[src/rtl/astropix3_asic_model_frame_arbiter_pkg.sv]
// Shared types for the ASIC model frame path: data/counter types, arbiter state, helpers.
package astropix3_asic_model_frame_arbiter_pkg;

    typedef logic [7:0]  byte_t;
    typedef logic [15:0] word_t;

    typedef enum logic [1:0] {
        ARB_IDLE,
        ARB_GRANT,
        ARB_GAP
    } arb_state_t;

    localparam word_t WORD_MAX = 16'hFFFF;

    function automatic word_t sat_inc(input word_t v);
        return (v == WORD_MAX) ? v : v + 16'd1;
    endfunction

endpackage

[src/rtl/astropix3_asic_model_frame_arbiter_rr_pick.sv]
// Combinational round-robin picker: first requester after i_last, wrapping modulo NSRC.
module astropix3_asic_model_frame_arbiter_rr_pick #(
    parameter int unsigned NSRC  = 2,
    parameter int unsigned IDX_W = (NSRC > 1) ? $clog2(NSRC) : 1
) (
    input  logic [NSRC-1:0]  i_req,
    input  logic [IDX_W-1:0] i_last,
    output logic             o_valid,
    output logic [IDX_W-1:0] o_idx
);

    int unsigned w_cand;
    logic        w_found;

    always_comb begin
        w_found = 1'b0;
        w_cand  = 0;
        o_idx   = '0;
        for (int unsigned k = 1; k <= NSRC; k++) begin
            w_cand = (32'(i_last) + k) % NSRC;
            if (!w_found && i_req[w_cand]) begin
                w_found = 1'b1;
                o_idx   = IDX_W'(w_cand);
            end
        end
        o_valid = w_found;
    end

endmodule

[src/rtl/astropix3_asic_model_frame_arbiter.sv]
// Frame-level round-robin arbiter sharing the model's frame FIFO write port between sources.
// A grant lasts a whole frame; the byte path in GRANT is a combinational pass-through.
module astropix3_asic_model_frame_arbiter
    import astropix3_asic_model_frame_arbiter_pkg::*;
#(
    parameter int unsigned NSRC  = 2,
    parameter int unsigned IDX_W = (NSRC > 1) ? $clog2(NSRC) : 1
) (
    input  logic              i_clk,
    input  logic              i_resn,
    input  logic              i_config_generate_interrupt,
    input  logic [NSRC-1:0]   i_src_frame_write,
    input  logic [NSRC*8-1:0] i_src_frame_data,
    output logic [NSRC-1:0]   o_src_frame_full,
    output logic              o_egress_frame_write,
    output byte_t             o_egress_frame_data,
    input  logic              i_egress_frame_full,
    output logic              o_interruptn,
    output logic              o_busy,
    output word_t             o_frames_done,
    output word_t             o_last_frame_len,
    output logic [IDX_W-1:0]  o_last_frame_src
);

    arb_state_t       r_state;
    logic [IDX_W-1:0] r_grant;
    logic [IDX_W-1:0] r_last_grant;
    word_t            r_byte_cnt;
    word_t            r_frames_done;
    word_t            r_last_frame_len;
    logic [IDX_W-1:0] r_last_frame_src;
    logic             r_interruptn;

    logic             w_pick_valid;
    logic [IDX_W-1:0] w_pick_idx;
    logic             w_grant_write;
    byte_t            w_grant_byte;
    logic             w_busy;

    astropix3_asic_model_frame_arbiter_rr_pick #(
        .NSRC  (NSRC),
        .IDX_W (IDX_W)
    ) u_rr_pick (
        .i_req   (i_src_frame_write),
        .i_last  (r_last_grant),
        .o_valid (w_pick_valid),
        .o_idx   (w_pick_idx)
    );

    // Mux of the granted source, written as a loop so the index width never matters.
    always_comb begin
        w_grant_write = 1'b0;
        w_grant_byte  = '0;
        for (int i = 0; i < int'(NSRC); i++) begin
            if (IDX_W'(i) == r_grant) begin
                w_grant_write = i_src_frame_write[i];
                w_grant_byte  = i_src_frame_data[8*i +: 8];
            end
        end
    end

    assign w_busy = (r_state != ARB_IDLE);

    always_comb begin
        o_src_frame_full     = '1;
        o_egress_frame_write = 1'b0;
        o_egress_frame_data  = '0;
        if (r_state == ARB_GRANT) begin
            o_egress_frame_write = w_grant_write;
            o_egress_frame_data  = w_grant_byte;
            for (int i = 0; i < int'(NSRC); i++) begin
                if (IDX_W'(i) == r_grant) begin
                    o_src_frame_full[i] = i_egress_frame_full;
                end
            end
        end
    end

    always_ff @(posedge i_clk) begin
        if (!i_resn) begin
            r_state          <= ARB_IDLE;
            r_grant          <= '0;
            r_last_grant     <= IDX_W'(NSRC - 1);
            r_byte_cnt       <= '0;
            r_frames_done    <= '0;
            r_last_frame_len <= '0;
            r_last_frame_src <= '0;
            r_interruptn     <= 1'b1;
        end else begin
            r_interruptn <= !(i_config_generate_interrupt && (w_busy || |i_src_frame_write));
            case (r_state)
                ARB_IDLE: begin
                    if (w_pick_valid) begin
                        r_grant    <= w_pick_idx;
                        r_byte_cnt <= '0;
                        r_state    <= ARB_GRANT;
                    end
                end
                ARB_GRANT: begin
                    // Dropped write ends the frame, including a zero-byte one.
                    if (!w_grant_write) begin
                        r_last_frame_len <= r_byte_cnt;
                        r_last_frame_src <= r_grant;
                        r_last_grant     <= r_grant;
                        r_frames_done    <= r_frames_done + 16'd1;
                        r_state          <= ARB_GAP;
                    end else if (!i_egress_frame_full) begin
                        r_byte_cnt <= sat_inc(r_byte_cnt);
                    end
                end
                ARB_GAP: r_state <= ARB_IDLE;
                default: r_state <= ARB_IDLE;
            endcase
        end
    end

    assign o_interruptn     = r_interruptn;
    assign o_busy           = w_busy;
    assign o_frames_done    = r_frames_done;
    assign o_last_frame_len = r_last_frame_len;
    assign o_last_frame_src = r_last_frame_src;

endmodule

[config.mk]
export PLATFORM = sky130hd
export DESIGN_NAME = astropix3_asic_model_frame_arbiter
export DESIGN_NICKNAME = d
export VERILOG_FILES = /design/src/rtl/astropix3_asic_model_frame_arbiter_pkg.sv /design/src/rtl/astropix3_asic_model_frame_arbiter_rr_pick.sv /design/src/rtl/astropix3_asic_model_frame_arbiter.sv
export SDC_FILE = /design/constraint.sdc
export NUM_CORES = 1
export LEC_CHECK = 0
export ABC_AREA = 1
export BUFFER_PORTS_ARGS = -buffer_cell sky130_fd_sc_hd__buf_2
export CORE_MARGIN = 5
export CORE_UTILIZATION = 53
export DETAILED_ROUTE_END_ITERATION = 16
export HOLD_SLACK_MARGIN = 0.1
export PLACE_DENSITY = 0.79
export SYNTH_ARGS = -nofsm -noshare
export SYNTH_HDL_FRONTEND = slang
export SYNTH_SLANG_ARGS = --single-unit
[constraint.sdc]
create_clock -name i_clk -period 1.75 [get_ports i_clk]
set_clock_uncertainty 0.15 [all_clocks]
set_input_delay 0.0875 -clock i_clk [delete_from_list [all_inputs] [get_ports i_clk]]
set_output_delay 0.0875 -clock i_clk [all_outputs]
set_load 0.005 [all_outputs]
== Word level (Yosys, flattened, before mapping) ==
Index checks and enable logic that the tools add are counted.
Cells by class
  add/sub/neg operators: 4
  order comparisons: 2
  eq/ne operators: 7
  muxes and demuxes: 23
  bitwise gates (word level): 1
  reduce and logical (&&, ||, !) cells: 13
Operators by type and width (count)
  16-bit 2-to-1 mux: 4
  16-bit by 1-bit adder with 16-bit output, second input constant: 2
  16-bit case mux with 2 select lines: 1
  16-bit equality test, second input constant: 1
  8-bit 2-to-1 mux: 2
  1-bit 2-to-1 mux: 12
  2-bit != test, second input constant: 4
  2-bit 2-to-1 mux: 3
  2-bit AND reduction: 3
  5-bit AND reduction: 1
  1-bit by 2-bit < comparator with 1-bit output, second input constant: 2
  2-bit case mux with 2 select lines: 1
  2-bit nonzero test: 2
  1-bit adder, second input constant: 2
  2-bit by 1-bit equality test with 1-bit output, second input constant: 1
  1-bit logical AND: 2
  1-bit zero test: 2
  2-bit zero test: 1
  2-bit by 1-bit != test with 1-bit output, second input constant: 1
  2-bit OR reduction: 1
  1-bit logical OR: 1
  1-bit NOT: 1
Word-level totals
  bits in registers: 54
  output and inout bits: 46

== Logic depth before layout (Yosys ltp) ==
Gate-level depths: netlist (run 1).
  depth after elaboration: 9
  mapped depth: 11
  gate-level depth less buffers: 11

== Hierarchy ==
From an unflattened synthesis (run 1), not the netlist that was laid out.
Second synthesis, totals
  cell total of the unflattened synthesis: 432
  area, all modules: 2845.2 sq um
By module, submodules not included
  astropix3_asic_model_frame_arbiter: times used 1, cells an instance 429, area each 2830.2 sq um, seq. area each 1081.0 sq um
  astropix3_asic_model_frame_arbiter_rr_pick: times used 1, cells an instance 3, area each 15.0 sq um, seq. area each 0.0 sq um

== Worst setup path after synthesis (run 1) ==
No wires, ideal clock.
  path kind: register to register
  start: register r_byte_cnt[0]
  end: register r_byte_cnt[0]
  setup time: 0.115 ns
  arrival time: 1.330 ns
  required time: 1.485 ns
  path slack: 0.155 ns
  stages on the path, launching flop included: 10
  path buffers: 1
  cells stage by stage: dfxtp_1 ha_1 nand3_1 inv_1 nand4_1 nand2_1 nand2_2 buf_4 a21oi_1 nor2_1
On the way
  longest elaborated chain between the ends: 5
  elaborated cells on any way between the ends: 8
  classes of those cells: add/sub: 1; eq/ne: 2; mux: 4; reduce/logical: 1
Ends and longest elaborated chain
  start, declared: line astropix3_asic_model_frame_arbiter.sv:28  | word_t r_byte_cnt;
  start signal, assigned: line astropix3_asic_model_frame_arbiter.sv:108  | r_byte_cnt <= sat_inc(r_byte_cnt);
  16-bit by 1-bit adder with 16-bit output: line astropix3_asic_model_frame_arbiter_pkg.sv:16  | return (v == WORD_MAX) ? v : v + 16'd1;
  16-bit 2-to-1 mux: line astropix3_asic_model_frame_arbiter_pkg.sv:16
  16-bit 2-to-1 mux: line astropix3_asic_model_frame_arbiter.sv:107  | end else if (!i_egress_frame_full) begin
  16-bit 2-to-1 mux: line astropix3_asic_model_frame_arbiter.sv:101  | if (!w_grant_write) begin
  16-bit case mux with 2 select lines: line astropix3_asic_model_frame_arbiter.sv:91  | case (r_state)
Parallel ways exist; a longest one is shown, timed or not. The select of a mux whose other input is x is not followed.
A chain may end at the register's enable or synchronous reset.

== Final worst setup path (run 1) ==
  start: register r_byte_cnt[0]
  end: register r_byte_cnt[3]
Same word-level chain as after synthesis.

==> results of run 1 <==
==> how the worst max path moves through the flow <==
| stage | cells past startpoint | end | slack, ns |
|---|---|---|---|
| detailed placement | 10 | r_byte_cnt[12] | -0.05 |
| CTS | 9 | r_byte_cnt[4] | 0.02 |
| global route | 10 | o_frames_done[14] | 0.005 |
| global placement | 10 | r_byte_cnt[10] | 0.04 |
| floorplan | 9 | r_byte_cnt[0] | 0.15 |
| finish | 9 | r_byte_cnt[3] | 0.07 |
==> through the flow <==
stage / cell area [sq um] / hold slack [ns] / worst slack [ns] / utilization / total power (uW)
floorplan: 2795 / 0.02299 / 0.1549 / - / 1666
global placement: 3283 / 0.1322 / 0.04213 / 0.6428 / 1837
detailed placement: 3283 / 0.1528 / -0.04753 / 0.6428 / 1849
CTS: 3478 / 0.1007 / 0.02106 / 0.6810 / 2737
global route: 3575 / 0.1253 / 0.005213 / 0.6999 / 2898
finish: 3575 / 0.1029 / 0.07405 / 0.6999 / 2754
==> power breakdown <==
group	internal (uW)	switching (uW)
clock network	436	441
logic	230	294
registers	1300	54.5
==> flip-flops by register name, indices dropped and copies added, names as in the netlist <==
signal / cells
r_grant: 1
o_frames_done: 16
r_last_grant: 1
r_state: 2
o_interruptn: 1
o_last_frame_src: 1
o_last_frame_len: 16
r_byte_cnt: 16
==> kinds of logic (layout without fill, tap and decap cells) <==
family	count (synthesis)	after routing
fa+ha+maj	2	2
xor+xnor	1	1
simple gates	224	225
compound gates	79	79
flops	54	54
buf+inv	64	148
==> area by class of cell <==
cell class,instances,area share
clock buffer,5,0.01925
clock inverter,3,0.01365
inverter,48,0.05180
multi-input combinational,307,0.4263
sequential,54,0.3052
tap,70,0.02450
timing repair buffer,92,0.1593
==> placed cells by master (no fill, tap or decap), types with 2 or more instances in the layout <==
cell,n
o21bai_1,3
inv_2,4
nand4_4,2
dfxtp_4,2
a21oi_1,43
dlygate4sd3_1,7
clkbuf_8,5
nand2_4,3
nor2_4,2
nand3_1,35
buf_12,2
nand2_1,102
buf_2,67
nand2_2,4
nand4_1,6
dfxtp_2,2
dfxtp_1,50
nand3_2,3
nor2_2,4
buf_4,15
inv_4,2
o21ai_0,28
nor2_1,55
inv_1,42
nor3_1,4
==> layer usage <==
layer | vias to the layer above | wire [um]
li1 | 1537 | -
met1 | 1327 | 3272
met2 | 114 | 3217
met3 | 11 | 687
met4 | 0 | 87
met5 | - | 0
==> what timing repair did <==
item,CTS,global route
gates cloned,0,1
hold endpoints to repair,17,0
gates resized for setup,3,24
hold buffers,7,0
pin swaps,0,2
endpoints found under the setup margin,16,21
==> critical path: cells and delay by family, from the launching register on <==
kind / cells / cell delay [ns]
AO/OA/AOI/OAI: 1 / 0.11
adder cells (fa/ha/maj): 1 / 0.15
buffers and inverters: 2 / 0.29
flip-flops: 1 / 0.39
AND/OR/NAND/NOR: 5 / 0.52
==> impl_results.md, run 1 <==
* Status: complete, no violations
* Drt initial violations at 251
* FF+latch count, synth at 54
* Synth cell count leaders: nand2_1 (103), nor2_1 (57), dfxtp_1 (54), a21oi_1 (44), inv_1 (44)
* Clock Latency Late Sink at between 0.3 and 0.4 ns
* Fin. max-slew vios at 0
* Number of flops mapped to enable cells by yosys at 0
* GR Layer Usage met3 at 0.04772
* Main synth FF type: dfxtp_1
* Worst Path Max Fanout at 4
* Worst EP arrival at 1.78 ns
* Simple-gate share of the synthesized area at 0.3545
* Worst path max stage delay at ~0.39 ns
* Die H at 82.62 um
* Htree depth at 2
* Core Rows at 26
* PwrDens at 770.5 mW/mm^2
* Worst setup path start: r_byte_cnt[0]
* Sequential cell area at approximately 0.0011 sq mm
* Fin. Hold Viols at 0
* Area Overhead vs Synth at 27.89%
* Relative slew slack at 0.6874
* Yosys warnings at 0
* Largest family of logic cells by synthesized area: simple AND/OR/NAND/NOR gates
* Final wirelength at 7.265 mm
* Number of cells on the worst reg-to-reg path at 9
* HP Class: input port to register
* Vias in the first global route at 2654
* Mux share of post-synthesis cell area at 0
* Post-route antenna net violation count at 0
* Wire per inst at around 13 um
* R2R Setup Slk at approximately 0.074 ns
* Synthesized area per cell at roughly 6.6 sq um
* RePlAce Congestion at between 0.9 and 1
* Total GRT Usage at 0.2145
* Synth Area in XOR/XNOR at 0.003133
* # port buffers at 67
* Seq/Total Area, Yosys at 0.3868
* Largest net degree at the start of global routing at 25
* Fmax achieved at around 600 MHz
* M1 GR Usage at 0.2764
* Final nets at approximately 530
* Post-CTS Setup Bufs at 0
* Worst-path cell chain: ha_4, nand3_2, buf_4, nor2_2, nand3_2, nand4_4, buf_4, nand2_1, a21oi_2
* Compound-Gate Fraction of Synth Area at 0.1473
* Netlist cell types at 31
* Tmin final at approximately 1.7 ns
* Placed cells at around 560
* Critical Path RT at 1.85 ns
* Crit path kind: register to register
* Slew @ Worst Pin at ~0.47 ns
* GRT busiest layer: met2
* R2r endpoint: r_byte_cnt[3]
* Root Buffer: clkbuf_8
* Vias at around 3000
* Initial Util at 0.5473
* Antenna violations before repair at 0
* Drt drc at 0
* Unrepaired setup endpoints after global routing: no
* Number of max-cap violations at 0
* Die ar. at 0.006826 sq mm
* Post-Syn Instances at between 400 and 500
* Clk sink count at between 50 and 60
* R2r startpoint: r_byte_cnt[0]
* Leading area contributor after synthesis: dfxtp_1
* First-pass GRT wire length at roughly 12 mm
* Worst setup EP type: register
* Worst Hold Endpoint: r_byte_cnt[3]
* Post-Synth Adder-Cell Area at 0.008953
* Top cell type's share of synthesized area at 0.3868
* Vias per inst at about 5.2
* Startpoint Class: register
* Total congestion overflow at 0
* CTS Buf Count at 5
* Ant diodes at 0
* Core Area at 0.005107 sq mm
* GR Util met2 at 0.3614
* Worst hold stages at 4
* Final setup violation count at 0
* Drt pass-1 iters at 5
* Asr flop ratio synth at 0
* CTS tree: done
* Fill cells at roughly 440
* Mapped Area at around 0.0028 sq mm
* Clock transition at path regs at ~0.10 ns
* Die W at 82.62 um
* Multi-input gate area at 0.001524 sq mm
* Top-count cell post-synth: nand2_1
* DPL Wire Length at 5.221 mm
* IO Count at around 70
* Top area cells in the synthesized netlist: dfxtp_1 (39%), nand2_1 (14%), a21oi_1 (7.9%)
* Sum Neg Setup Slack at 0 ns
* Worst hold start: i_resn
* Max clock buf depth at 2
* Critical Path Slowest Stage Cell: dfxtp_4
* Maximum VDD drop at 583.2 uV
* Finished Layout Cells at roughly 580
* Syn nets at between 400 and 500
* Fin crit share at 0.9577
* Layout cell share with drive strength beyond 1 at 0.2475
* Static Leak at between 0.0015 and 0.002 uW
Power figures use the tool's default switching activity.
==> run 2: changes to the inputs <==
Clock period 1.75 ns to 1.8 ns, I/O delays scaled along.
==> impl_results.md, run 2 (synthesized netlist as in run 1, its figures left out) <==
* CTS tree: done
* Static Leak at 0.001645 uW (-1.6%)
* Ant diodes at 0 (unchanged)
* DPL Wire Length at 5.130 mm (-1.7%)
* Fin. max-slew vios at 0 (unchanged)
* Total GRT Usage at 0.2071 (-0.007414)
* R2r endpoint: r_byte_cnt[10]
* Final Util at 0.6720 (-0.02793)
* Post-CTS Setup Bufs at 0 (unchanged)
* Max clock buf depth at 2 (unchanged)
* Drt drc at 0 (unchanged)
* Core Rows at 26 (unchanged)
* Final wirelength at 6.887 mm (-5.2%)
* Die ar. at 0.006826 sq mm (unchanged)
* Worst hold stages at 5 (+1)
* Post-route antenna net violation count at 0 (unchanged)
* Number of max-cap violations at 0 (unchanged)
* Final setup violation count at 0 (unchanged)
* PwrDens at 716.1 mW/mm^2 (-7.1%)
* Drt initial violations at 247 (-1.6%)
* Clock Latency Late Sink at 0.31 ns (about the same)
* Worst setup EP type: register
* RePlAce Congestion at 0.9645 (+3.7%)
* First-pass GRT wire length at 11.22 mm (-3.3%)
* Tmin final at 1.734 ns (+0.05841 ns)
* CTS Buf Count at 5 (unchanged)
* HP Class: input port to register
* Startpoint Class: register
* Die H at 82.62 um (unchanged)
* Die W at 82.62 um (unchanged)
* Vias at 2923 (-2.2%)
* Unrepaired setup endpoints after global routing: yes
* Most frequent cells in the layout: nand2_1 (102), buf_2 (67), nor2_1 (56)
* Fin. Hold Viols at 0 (unchanged)
* Number of cells on the worst reg-to-reg path at 10 (+1)
* Status: complete, no violations
* Root Buffer: clkbuf_8
* Worst hold start: i_egress_frame_full
* Critical Path Slowest Stage Cell: dfxtp_2
* Worst setup path start: r_byte_cnt[0]
* Fin crit share at 0.9635 (+0.005846)
* Worst Hold Endpoint: r_byte_cnt[5]
* Worst path bufs/invs at 2 (unchanged)
* # port buffers at 67 (unchanged)
* Core Area at 0.005107 sq mm (unchanged)
* R2R Setup Slk at 0.07 ns (about the same)
* Critical Path RT at 1.86 ns (about the same)
* Multi-input gate area at 0.001456 sq mm (-4.4%)
* Antenna violations before repair at 0 (unchanged)
* Drt pass-1 iters at 4 (-1)
* Worst path max stage delay at 0.35 ns (-0.04 ns)
* Worst-path cell chain: ha_1, nand3_1, buf_4, nor2_1, nand3_1, nand4_2, nand2_2, nand2_1, nand2_1, inv_1
* Slew @ Worst Pin at 0.3694 ns (-0.09799 ns)
* Relative slew slack at 0.7528 (+0.06544)
* Vias per inst at 5.092 (-1.4%)
* CP top delay family: simple AND/OR/NAND/NOR gates
* Vias in the first global route at 2550 (-3.9%)
* Htree depth at 2 (unchanged)
* Maximum VDD drop at 563.0 uV (-3.5%)
* Area Overhead vs Synth at 22.78%
* R2r startpoint: r_byte_cnt[0]
* Initial Util at 0.5473 (unchanged)
* Worst EP arrival at 1.80 ns (+0.02 ns)
* IO Count at 68 (unchanged)
* Total congestion overflow at 0 (unchanged)
* Wire per inst at 12.00 um (-4.4%)
* Fill cells at 460 (+5.3%)
* Crit path kind: register to register
* Worst Path Max Fanout at 7 (+3)
* Clock transition at path regs at 0.10 ns (about the same)
* Most common cell after layout, fill and taps aside: nand2_1
* Design Power at 2458 uW (-11%)
* Final nets at 527 (-0.94%)
* Layout cell share with drive strength beyond 1 at 0.2242 (-0.02334)
* Sequential cell area at 0.001085 sq mm (-0.57%)
* Largest net degree at the start of global routing at 25 (unchanged)
* Fmax achieved at 576.6 MHz (-3.4%)
* Clk sink count at 54 (unchanged)
run 2: repair_timing:
| action | CTS | global route |
|---|---|---|
| endpoints found under the setup margin | 6 | 12 |
| hold buffers | 6 | 0 |
| resized for setup | 1 | 7 |
| endpoints found under the hold margin | 19 | 0 |
run 2: area by class of cell:
class                           count  share of cell area
Multi-Input combinational cell    306              0.4244
Sequential cell                    54              0.3161
Clock inverter                      3            0.005468
Clock buffer                        5             0.02005
Inverter                           48             0.05323
Tap cell                           70             0.02552
Timing Repair Buffer               88              0.1553
run 2: report_power, final:
group | internal (uW) | switching (uW) | leakage [uW]
Sequential | 1260 | 49.4 | 0.000440
Clock | 275 | 400 | 0.0000483
Combinational | 200 | 272 | 0.00116
Total | 1740 | 722 | 0.00164
run 2: metrics by stage:
step | setup TNS (ns) | worst slack [ns] | area, sq um | hold slack, ns | std cells
2_1_floorplan | 0 | 0.2049 | 2795 | 0.02549 | 424
3_3_place_gp | 0 | 0.1025 | 3261 | 0.1375 | 560
3_5_place_dp | -0.01677 | -0.008416 | 3261 | 0.1518 | 560
4_1_cts | 0 | 0.01366 | 3413 | 0.2030 | 574
5_1_grt | -0.05923 | -0.03133 | 3432 | 0.2677 | 574
6_report | 0 | 0.06564 | 3432 | 0.2301 | 574
run 2: metal layers:
layer / global-route usage / wire length [um] / share of wire / vias up
li1: - / - / - / 1519
met1: 0.2745 / 3190 / 0.46 / 1310
met2: 0.3478 / 3062 / 0.44 / 90
met3: 0.04555 / 594 / 0.086 / 4
met4: 0.03922 / 40 / 0.0058 / 0
met5: 0 / 0 / 0 / -
run 2: how the worst max path moves through the flow:
stage / endpoint / cells past startpoint / slack, ns
2_1_floorplan: r_byte_cnt[0] / 9 / 0.20
3_3_place_gp: r_byte_cnt[12] / 10 / 0.10
3_5_place_dp: r_byte_cnt[9] / 10 / -0.008
4_1_cts: o_frames_done[14] / 13 / 0.01
5_1_grt: o_frames_done[14] / 13 / -0.03
6_report: r_byte_cnt[10] / 10 / 0.07
run 2: worst reg2reg max path, delay by kind of cell (launching register included):
kind,cells,cell delay [ns]
AND/OR/NAND/NOR,7,0.76
flip-flops,1,0.35
buffers and inverters,2,0.16
adder cells (fa/ha/maj),1,0.22
